[config.mk]
export PLATFORM = sky130hd
export DESIGN_NAME = alu_arbiter_flat
export DESIGN_NICKNAME = d
export VERILOG_FILES = /design/src/rtl/alu_arbiter_if.sv /design/src/rtl/alu_arbiter.sv /design/src/flat_wrapper.sv
export SDC_FILE = /design/constraint.sdc
export NUM_CORES = 1
export LEC_CHECK = 0
export BUFFER_PORTS_ARGS = -buffer_cell sky130_fd_sc_hd__buf_2
export CORE_AREA = 2 2 118 120
export CTS_CLUSTER_SIZE = 16
export DETAILED_ROUTE_END_ITERATION = 12
export DIE_AREA = 0 0 120 122
export PLACE_DENSITY_LB_ADDON = 0.2
export SKIP_CTS_REPAIR_TIMING = 1
export SYNTH_ARGS = -nofsm -noshare
export SYNTH_HDL_FRONTEND = slang
export SYNTH_SLANG_ARGS = --single-unit
[constraint.sdc]
create_clock -name clk -period 2 [get_ports clk]
set_input_delay 0 -clock clk [delete_from_list [all_inputs] [get_ports clk]]
set_output_delay 0 -clock clk [all_outputs]
set_load 0.05 [all_outputs]
[src/rtl/alu_arbiter_if.sv]
// ============================================================================
// Module      : alu_arbiter_if
// Description : Bundles the two requester handshakes, the ALU drive/sample
//               bus and the response handshake of alu_arbiter.
// Revision    : 1.0 - initial release
// ============================================================================
`default_nettype none

interface alu_arbiter_if;
  // Requester 0: integer pipeline issue
  logic        req0_valid;
  logic        req0_ready;
  logic [3:0]  req0_opt;
  logic [31:0] req0_a;
  logic [31:0] req0_b;
  // Requester 1: address/branch unit
  logic        req1_valid;
  logic        req1_ready;
  logic [3:0]  req1_opt;
  logic [31:0] req1_a;
  logic [31:0] req1_b;
  // ALU instance
  logic [3:0]  alu_opt;
  logic [31:0] alu_a;
  logic [31:0] alu_b;
  logic [31:0] alu_out;
  logic        alu_zero;
  logic        alu_negative;
  logic        alu_carry;
  // Response
  logic        resp_valid;
  logic        resp_ready;
  logic        resp_id;
  logic [31:0] resp_out;
  logic        resp_zero;
  logic        resp_negative;
  logic        resp_carry;
  // Status
  logic        busy;
  logic [15:0] op_count;

  // Arbiter side
  modport slave (
    input  req0_valid, req0_opt, req0_a, req0_b,
    output req0_ready,
    input  req1_valid, req1_opt, req1_a, req1_b,
    output req1_ready,
    output alu_opt, alu_a, alu_b,
    input  alu_out, alu_zero, alu_negative, alu_carry,
    output resp_valid, resp_id, resp_out, resp_zero, resp_negative, resp_carry,
    input  resp_ready,
    output busy, op_count
  );

  // Requester / ALU / consumer side
  modport master (
    output req0_valid, req0_opt, req0_a, req0_b,
    input  req0_ready,
    output req1_valid, req1_opt, req1_a, req1_b,
    input  req1_ready,
    input  alu_opt, alu_a, alu_b,
    output alu_out, alu_zero, alu_negative, alu_carry,
    input  resp_valid, resp_id, resp_out, resp_zero, resp_negative, resp_carry,
    output resp_ready,
    input  busy, op_count
  );
endinterface

`default_nettype wire

[src/rtl/alu_arbiter.sv]
// ============================================================================
// Module      : alu_arbiter
// Description : Round-robin sharing of one combinational ALU between two
//               requesters, with per-opcode multi-cycle hold of the operands
//               and a registered response handshake.
// Revision    : 1.0 - initial release
// ============================================================================
`default_nettype none

// Opcode encodings of alu_opts.sv; the real header wins if it is read first.
`ifndef ALU_ADD
`define ALU_ADD  4'd0
`endif
`ifndef ALU_SUB
`define ALU_SUB  4'd1
`endif
`ifndef ALU_AND
`define ALU_AND  4'd2
`endif
`ifndef ALU_OR
`define ALU_OR   4'd3
`endif
`ifndef ALU_XOR
`define ALU_XOR  4'd4
`endif
`ifndef ALU_NOR
`define ALU_NOR  4'd5
`endif
`ifndef ALU_SLT
`define ALU_SLT  4'd6
`endif
`ifndef ALU_SLL
`define ALU_SLL  4'd7
`endif
`ifndef ALU_SRL
`define ALU_SRL  4'd8
`endif
`ifndef ALU_SRA
`define ALU_SRA  4'd9
`endif
`ifndef ALU_MULT
`define ALU_MULT 4'd10
`endif
`ifndef ALU_DIV
`define ALU_DIV  4'd11
`endif

module alu_arbiter #(
  parameter int MULT_CYCLES = 4,
  parameter int DIV_CYCLES  = 8
) (
  input  wire logic    clk,
  input  wire logic    reset,
  alu_arbiter_if.slave bus
);

  // Counter preload is cycles-1 so that a count of zero marks the final EXEC cycle
  localparam logic [3:0] MULT_LOAD = 4'(MULT_CYCLES - 1);
  localparam logic [3:0] DIV_LOAD  = 4'(DIV_CYCLES - 1);

  typedef enum logic [1:0] {
    IDLE = 2'd0,
    EXEC = 2'd1,
    RESP = 2'd2
  } state_t;

  state_t      state;
  logic        last_grant;
  logic        grant;
  logic        accept;
  logic [3:0]  op_opt;
  logic [31:0] op_a;
  logic [31:0] op_b;
  logic [3:0]  count;
  logic [3:0]  load;
  logic [3:0]  sel_opt;
  logic [31:0] sel_a;
  logic [31:0] sel_b;
  logic        div_by_zero;

  logic        resp_valid;
  logic        resp_id;
  logic [31:0] resp_out;
  logic        resp_zero;
  logic        resp_negative;
  logic        resp_carry;
  logic [15:0] op_count;

  // Round-robin pick: a lone requester always wins, a tie goes away from the last winner
  always_comb begin
    grant = ~last_grant;
    if (bus.req0_valid && !bus.req1_valid) begin
      grant = 1'b0;
    end else if (!bus.req0_valid && bus.req1_valid) begin
      grant = 1'b1;
    end
  end

  assign bus.req0_ready = (state == IDLE) && !grant && !reset;
  assign bus.req1_ready = (state == IDLE) &&  grant && !reset;

  assign accept  = (bus.req0_valid && bus.req0_ready) || (bus.req1_valid && bus.req1_ready);
  assign sel_opt = grant ? bus.req1_opt : bus.req0_opt;
  assign sel_a   = grant ? bus.req1_a   : bus.req0_a;
  assign sel_b   = grant ? bus.req1_b   : bus.req0_b;

  // Number of extra EXEC cycles for the opcode being accepted
  always_comb begin
    load = 4'd0;
    if (sel_opt == `ALU_MULT) begin
      load = MULT_LOAD;
    end else if (sel_opt == `ALU_DIV) begin
      load = DIV_LOAD;
    end
  end

  // The ALU's own divide-by-zero result is replaced by a fixed saturated pattern
  assign div_by_zero = (op_opt == `ALU_DIV) && (op_b == 32'd0);

  // Main sequencer: accept in IDLE, count down in EXEC, hold result in RESP
  always_ff @(posedge clk) begin
    if (reset) begin
      state         <= IDLE;
      last_grant    <= 1'b1;
      op_opt        <= 4'd0;
      op_a          <= 32'd0;
      op_b          <= 32'd0;
      count         <= 4'd0;
      resp_valid    <= 1'b0;
      resp_id       <= 1'b0;
      resp_out      <= 32'd0;
      resp_zero     <= 1'b0;
      resp_negative <= 1'b0;
      resp_carry    <= 1'b0;
      op_count      <= 16'd0;
    end else begin
      case (state)
        IDLE: begin
          if (accept) begin
            op_opt     <= sel_opt;
            op_a       <= sel_a;
            op_b       <= sel_b;
            resp_id    <= grant;
            last_grant <= grant;
            count      <= load;
            state      <= EXEC;
          end
        end
        EXEC: begin
          if (count != 4'd0) begin
            count <= count - 4'd1;
          end else begin
            if (div_by_zero) begin
              resp_out      <= 32'hFFFF_FFFF;
              resp_zero     <= 1'b0;
              resp_negative <= 1'b1;
              resp_carry    <= 1'b1;
            end else begin
              resp_out      <= bus.alu_out;
              resp_zero     <= bus.alu_zero;
              resp_negative <= bus.alu_negative;
              resp_carry    <= bus.alu_carry;
            end
            resp_valid <= 1'b1;
            state      <= RESP;
          end
        end
        RESP: begin
          if (bus.resp_ready) begin
            resp_valid <= 1'b0;
            op_count   <= op_count + 16'd1;
            state      <= IDLE;
          end
        end
        default: state <= IDLE;
      endcase
    end
  end

  assign bus.alu_opt       = op_opt;
  assign bus.alu_a         = op_a;
  assign bus.alu_b         = op_b;
  assign bus.resp_valid    = resp_valid;
  assign bus.resp_id       = resp_id;
  assign bus.resp_out      = resp_out;
  assign bus.resp_zero     = resp_zero;
  assign bus.resp_negative = resp_negative;
  assign bus.resp_carry    = resp_carry;
  assign bus.op_count      = op_count;
  assign bus.busy          = (state != IDLE);

endmodule

`default_nettype wire
[src/flat_wrapper.sv]
// flat-port wrapper written by rule: the top's interface ports become plain ports
module alu_arbiter_flat 
#(
  parameter int MULT_CYCLES = 4,
  parameter int DIV_CYCLES  = 8
)
  (clk, reset, bus_req0_valid, bus_req0_opt, bus_req0_a, bus_req0_b, bus_req0_ready, bus_req1_valid, bus_req1_opt, bus_req1_a, bus_req1_b, bus_req1_ready, bus_alu_opt, bus_alu_a, bus_alu_b, bus_alu_out, bus_alu_zero, bus_alu_negative, bus_alu_carry, bus_resp_valid, bus_resp_id, bus_resp_out, bus_resp_zero, bus_resp_negative, bus_resp_carry, bus_resp_ready, bus_busy, bus_op_count);
  alu_arbiter_if bus_i ();
  input  wire logic clk;
  input  wire logic reset;
  input wire logic [$bits(bus_i.req0_valid)-1:0] bus_req0_valid;
  input wire logic [$bits(bus_i.req0_opt)-1:0] bus_req0_opt;
  input wire logic [$bits(bus_i.req0_a)-1:0] bus_req0_a;
  input wire logic [$bits(bus_i.req0_b)-1:0] bus_req0_b;
  output wire logic [$bits(bus_i.req0_ready)-1:0] bus_req0_ready;
  input wire logic [$bits(bus_i.req1_valid)-1:0] bus_req1_valid;
  input wire logic [$bits(bus_i.req1_opt)-1:0] bus_req1_opt;
  input wire logic [$bits(bus_i.req1_a)-1:0] bus_req1_a;
  input wire logic [$bits(bus_i.req1_b)-1:0] bus_req1_b;
  output wire logic [$bits(bus_i.req1_ready)-1:0] bus_req1_ready;
  output wire logic [$bits(bus_i.alu_opt)-1:0] bus_alu_opt;
  output wire logic [$bits(bus_i.alu_a)-1:0] bus_alu_a;
  output wire logic [$bits(bus_i.alu_b)-1:0] bus_alu_b;
  input wire logic [$bits(bus_i.alu_out)-1:0] bus_alu_out;
  input wire logic [$bits(bus_i.alu_zero)-1:0] bus_alu_zero;
  input wire logic [$bits(bus_i.alu_negative)-1:0] bus_alu_negative;
  input wire logic [$bits(bus_i.alu_carry)-1:0] bus_alu_carry;
  output wire logic [$bits(bus_i.resp_valid)-1:0] bus_resp_valid;
  output wire logic [$bits(bus_i.resp_id)-1:0] bus_resp_id;
  output wire logic [$bits(bus_i.resp_out)-1:0] bus_resp_out;
  output wire logic [$bits(bus_i.resp_zero)-1:0] bus_resp_zero;
  output wire logic [$bits(bus_i.resp_negative)-1:0] bus_resp_negative;
  output wire logic [$bits(bus_i.resp_carry)-1:0] bus_resp_carry;
  input wire logic [$bits(bus_i.resp_ready)-1:0] bus_resp_ready;
  output wire logic [$bits(bus_i.busy)-1:0] bus_busy;
  output wire logic [$bits(bus_i.op_count)-1:0] bus_op_count;
  assign bus_i.req0_valid = bus_req0_valid;
  assign bus_i.req0_opt = bus_req0_opt;
  assign bus_i.req0_a = bus_req0_a;
  assign bus_i.req0_b = bus_req0_b;
  assign bus_req0_ready = bus_i.req0_ready;
  assign bus_i.req1_valid = bus_req1_valid;
  assign bus_i.req1_opt = bus_req1_opt;
  assign bus_i.req1_a = bus_req1_a;
  assign bus_i.req1_b = bus_req1_b;
  assign bus_req1_ready = bus_i.req1_ready;
  assign bus_alu_opt = bus_i.alu_opt;
  assign bus_alu_a = bus_i.alu_a;
  assign bus_alu_b = bus_i.alu_b;
  assign bus_i.alu_out = bus_alu_out;
  assign bus_i.alu_zero = bus_alu_zero;
  assign bus_i.alu_negative = bus_alu_negative;
  assign bus_i.alu_carry = bus_alu_carry;
  assign bus_resp_valid = bus_i.resp_valid;
  assign bus_resp_id = bus_i.resp_id;
  assign bus_resp_out = bus_i.resp_out;
  assign bus_resp_zero = bus_i.resp_zero;
  assign bus_resp_negative = bus_i.resp_negative;
  assign bus_resp_carry = bus_i.resp_carry;
  assign bus_i.resp_ready = bus_resp_ready;
  assign bus_busy = bus_i.busy;
  assign bus_op_count = bus_i.op_count;
  alu_arbiter #(.MULT_CYCLES(MULT_CYCLES), .DIV_CYCLES(DIV_CYCLES)) u_core (.clk(clk), .reset(reset), .bus(bus_i));
endmodule
---- Word level (Yosys, flattened, before mapping) ----
Index checks and enable logic that the tools add are counted.
cells by class
  add/sub/neg operators ................... 2
  equal/unequal tests ..................... 9
  mux-type cells .......................... 21
  bitwise operators ....................... 2
  reduce and logical (&&, ||, !) cells .... 26
operator list
  operator                                                                  number
  32-bit 2-to-1 mux                                                         3
  32-bit zero test                                                          1
  16-bit by 1-bit adder with 16-bit output (second input constant)          1
  4-bit 2-to-1 mux                                                          4
  4-bit equality test (second input constant)                               3
  1-bit logical AND                                                         9
  3-bit AND reduction                                                       3
  4-bit case mux with 2 select lines                                        1
  1-bit 2-to-1 mux                                                          7
  2-bit 2-to-1 mux                                                          3
  2-bit case mux with 3 select lines                                        1
  2-bit AND reduction                                                       3
  2-bit nonzero test                                                        3
  1-bit zero test                                                           4
  2-bit by 1-bit inequality test with 1-bit output (second input constant)  2
  2-bit inequality test (second input constant)                             2
  4-bit nonzero test                                                        1
  4-bit by 1-bit subtractor with 4-bit output (second input constant)       1
  3-bit 2-to-1 mux                                                          1
  2-bit by 1-bit equality test with 1-bit output (second input constant)    1
  2-bit equality test (second input constant)                               1
  2-bit zero test                                                           1
  1-bit NOT                                                                 2
  1-bit case mux with 2 select lines                                        1
  1-bit logical OR                                                          1
word-level totals
  register bits ........................... 128
  bits of input ports ..................... 176
  output and inout port bits .............. 124
  logic and storage cells ................. 73

---- Logic depth before layout (Yosys ltp) ----
  depth after elaboration ................. 11
  mapped depth ............................ 8
  depth with buffers taken out ............ 7

---- Worst setup path after synthesis ----
OpenSTA, ideal clock, no wires.
  kind .................................... reg2out
  start point ............................. register u_core.last_grant
  end point ............................... output port bus_req1_ready
  arrival time ............................ 2.209 ns
  required time ........................... 2.000 ns
  setup slack ............................. -0.209 ns
  cell stages (with the launch flop) ...... 6
  path buffers ............................ 3
  cell sequence ........................... dfxtp_1 -> maj3_2 -> buf_6 -> buf_2 -> buf_2 -> nor3_1
between the ends
  cells in the longest elaborated chain, start to end .. 5
ends and longest elaborated chain
  what                             line                text
  start: declaration               alu_arbiter.sv:68   logic last_grant;
  start signal: assignment         alu_arbiter.sv:144  last_grant <= grant;
  1-bit NOT                        alu_arbiter.sv:91   grant = ~last_grant;
  1-bit 2-to-1 mux                 alu_arbiter.sv:94   end else if (!bus.req0_valid && bus.req1_valid) begin
  1-bit 2-to-1 mux                 alu_arbiter.sv:92   if (bus.req0_valid && !bus.req1_valid) begin
  1-bit logical AND (2 in series)  alu_arbiter.sv:100  assign bus.req1_ready = (state == IDLE) && grant && !reset;
  end: declaration                 flat_wrapper.sv:20  output wire logic [$bits(bus_i.req1_ready)-1:0] bus_req1_ready;
Every way passes these cells.

---- Worst setup path after layout ----
  start point ............................. register u_core.last_grant
  end point ............................... output port bus_req0_ready
between the ends
  cells in the longest elaborated chain, start to end .. 6
ends and longest elaborated chain
  what                             line                text
  1-bit NOT                        alu_arbiter.sv:91
  1-bit 2-to-1 mux                 alu_arbiter.sv:94
  1-bit 2-to-1 mux                 alu_arbiter.sv:92
  1-bit zero test                  alu_arbiter.sv:99   assign bus.req0_ready = (state == IDLE) && !grant && !reset;
  1-bit logical AND (2 in series)  alu_arbiter.sv:99
  end: declaration                 flat_wrapper.sv:15  output wire logic [$bits(bus_i.req0_ready)-1:0] bus_req0_ready;
Every way passes these cells.

==> impl_metrics.py <==
metrics = {
    "route": {
        "drt_iter0_drc": 414,
        "viasPerCell": 5.09,
        "wirelength_um": 20000,
        "drt_first_pass_iters": 4,
        "remaining_drc_errors": 0,
        "num_vias": 6350,
        "route.antenna.remaining_nets": 0,
        "wl_per_cell_um": 16.0,
    },
    "global_routing": {
        "grt_max_degree": 130,
        "first_global_vias": 5033,
        "grt_pass1_wl_um": 24700,
        "overflow": 0,
        "gr-usage-all-layers_pct": 21.3,
        "antenna_found_initial": 1,
    },
    "synth": {
        "synthAdderAreaFrac_pct": 0.658,
        "synthTopCellsByArea": "dfxtp_1, mux2i_1, nand3b_1, nor3_1, o21ai_0",
        "yosys.area.top_type": "dfxtp_1",
        "synth-edff-count": 0,
        "yosys_warnings": 0,
        "synthCells": 608,
        "synth_flop_cell": "dfxtp_1",
        "synth_top_area_share_pct": 46.5,
        "yosysUniqueCellTypes": 36,
        "synth_xor_xnor_area_share_pct": 2.07,
        "syn_avg_cell_area_um2": 9.07,
        "netlist_area_mm2": 0.00551,
        "seq_area_frac_synth_pct": 46.5,
        "synthArstFlopShare_pct": 0,
        "ys_ff_latch": 128,
        "synth_top_family_by_area": "simple AND/OR/NAND/NOR gates",
        "muxShareOfSynthArea_pct": 12.5,
        "synth_compound_area_share_pct": 8.47,
        "synth_fp_nets": 786,
        "synth_common_cells": "dfxtp_1, nor3_1, o21ai_0",
        "yosysMostFrequentCell": "dfxtp_1",
        "synth-simple-area-share_pct": 25.5,
    },
    "placement": {
        "placed_cells": 1050,
        "placed_area_mm2": 0.00721,
        "port_buffers": 299,
        "dp_slack_ns": 0.211,
        "dpl.hpwl_um": 11200,
        "gp_congestion": 0.746,
    },
    "critical_path": {
        "timing.rr.start": "u_core.bus.alu_b[2]",
        "crit_type": "register to output port",
        "cp-end-kind": "output port",
        "startpoint": "u_core.last_grant",
        "required_ns": 2.00,
        "arrival_ns": 1.85,
        "cp-start-kind": "register",
        "r2r_cells": 6,
        "cp_max_fo": 47,
    },
    "layout": {
        "n_antenna_cell": 0,
        "drive_above_1_share_pct": 32.1,
        "area_growth_pct": 70.7,
        "fin_area_mm2": 0.00941,
        "fin_cells": 1247,
        "fin_nets": 1239,
        "final_core_util_pct": 69.7,
    },
    "pwr": {
        "intPower_mw": 5.59,
        "power_frac_comb_pct": 36.5,
        "pwr-share-clk_pct": 28.6,
        "switching_share_pct": 38.5,
        "peakVddDrop_uv": 717,
        "total_power_mw": 9.09,
        "p_per_area_mw_per_mm2": 966,
        "p_switching_mw": 3.50,
        "p_seq_share_pct": 35.0,
        "p_leak_nw": 4.49,
    },
    "sta": {
        "slew_headroom_pct": 66.2,
        "tns_ns": 0,
        "hold_violations": 1,
        "max_freq_mhz": 539,
        "setup_slack_ns": 0.146,
        "fin_crit_ns": 1.85,
        "rsz0062_at_grt": "false",
        "drv_slew": 0,
        "finalSetupViolCount": 0,
        "worstMarginPinSlew_ns": 0.507,
        "finalCritPeriodShare_pct": 92.7,
        "fin_worst_skew_ns": 0.00578,
        "holdWs_ns": -0.0530,
    },
    "clock_tree": {
        "numCtsBuffers": 17,
        "htreeDepth": 4,
        "clk_latency_ns": 0.41,
        "cts_root_buffer": "clkbuf_16",
        "clock_sinks": 128,
        "clockBufferDepth": 2,
        "cts.clk_slew.worst_paths_ns": 0.05,
        "cts_tree": "built",
    },
    "floorplan": {
        "die-area_mm2": 0.0146,
        "core_area_mm2": 0.0135,
        "placementRows": 43,
        "start_util_pct": 40.8,
        "die_w_um": 120,
        "io_pins": 300,
        "die_y_um": 122,
    },
    "min_path": {
        "hold_start": "bus_req0_opt[0]",
        "min_path_cells": 3,
        "hold_class": "input pin to register",
    },
    "outcome": {
        "violations": "negative hold slack",
        "status": "complete, but fails checks",
    },
    "job": {
        "maxCapViolCount": 0,
    },
}
[power by group through the flow]
stage / clock network (mW) / registers (mW) / logic, mW
floorplan: 0 / 4.45 / 0.930
global placement: 0 / 3.21 / 2.99
detailed placement: 0 / 3.22 / 3.01
CTS: 2.65 / 3.17 / 3.01
global route: 2.76 / 3.23 / 3.52
finish: 2.60 / 3.18 / 3.32
[cell type report]
class | instances | area, um^2
clock inverter | 3 | 15.0
multi-input combinational | 423 | 2740
tap | 180 | 225
timing repair buffer | 483 | 3370
sequential | 128 | 2560
inverter | 8 | 30.0
clock buffer | 22 | 464
fill | 1035 | 4090
[sequential cells by signal (all words and copies together), names as in the netlist]
signal	count
u_core.bus.alu_a	32
u_core.bus.alu_b	32
u_core.state	2
u_core.bus.resp_negative	1
u_core.bus.alu_opt	4
u_core.count	4
u_core.bus.resp_zero	1
u_core.last_grant	1
u_core.bus.resp_valid	1
u_core.bus.resp_carry	1
u_core.bus.resp_id	1
u_core.bus.op_count	16
u_core.bus.resp_out	32
[layer usage]
metal	up-vias	share of wire (%)	global-route usage, %
li1	3064	-	-
met1	2952	39	25.3
met5	-	0.065	0
met3	70	7.5	7.91
met4	2	3.5	8.38
met2	262	50	35.0
[worst paths after layout]
kind	slack (ns)	to
max	0.15	bus_req0_ready
min	-0.05	u_core.bus.alu_opt[0]
max reg2reg	0.21	u_core.bus.resp_out[29]
min reg2reg	0.48	u_core.bus.alu_a[5]
[worst max-delay path, cell delays in order, from the launching register on]
cell,delay [ns]
dfxtp_1,0.38
maj3_4,0.27
buf_12,0.32
and2_1,0.19
buf_2,0.28
[placed cells by master (no fill, tap or decap), drive strengths merged, types with 4 or more instances in the layout]
cell and n:
xor2 6, nand2 15, xnor2 7, dlygate4sd3 172
nor3 80, nand3b 69, nand3 6, dfxtp 128
and2 4, or3 4, inv 8, mux2i 69
clkbuf 22, a21oi 8, nor2 51, buf 311
nor4 9, o21ai 72
[cell families (layout without fill, tap and decap cells)]
group / count (synthesis) / in the layout
simple gates: 251 / 251
mux: 69 / 69
buf+inv: 57 / 516
flops: 128 / 128
xor+xnor: 13 / 13
compound gates: 87 / 87
fa+ha+maj: 3 / 3
Power figures use the tool's default switching activity.
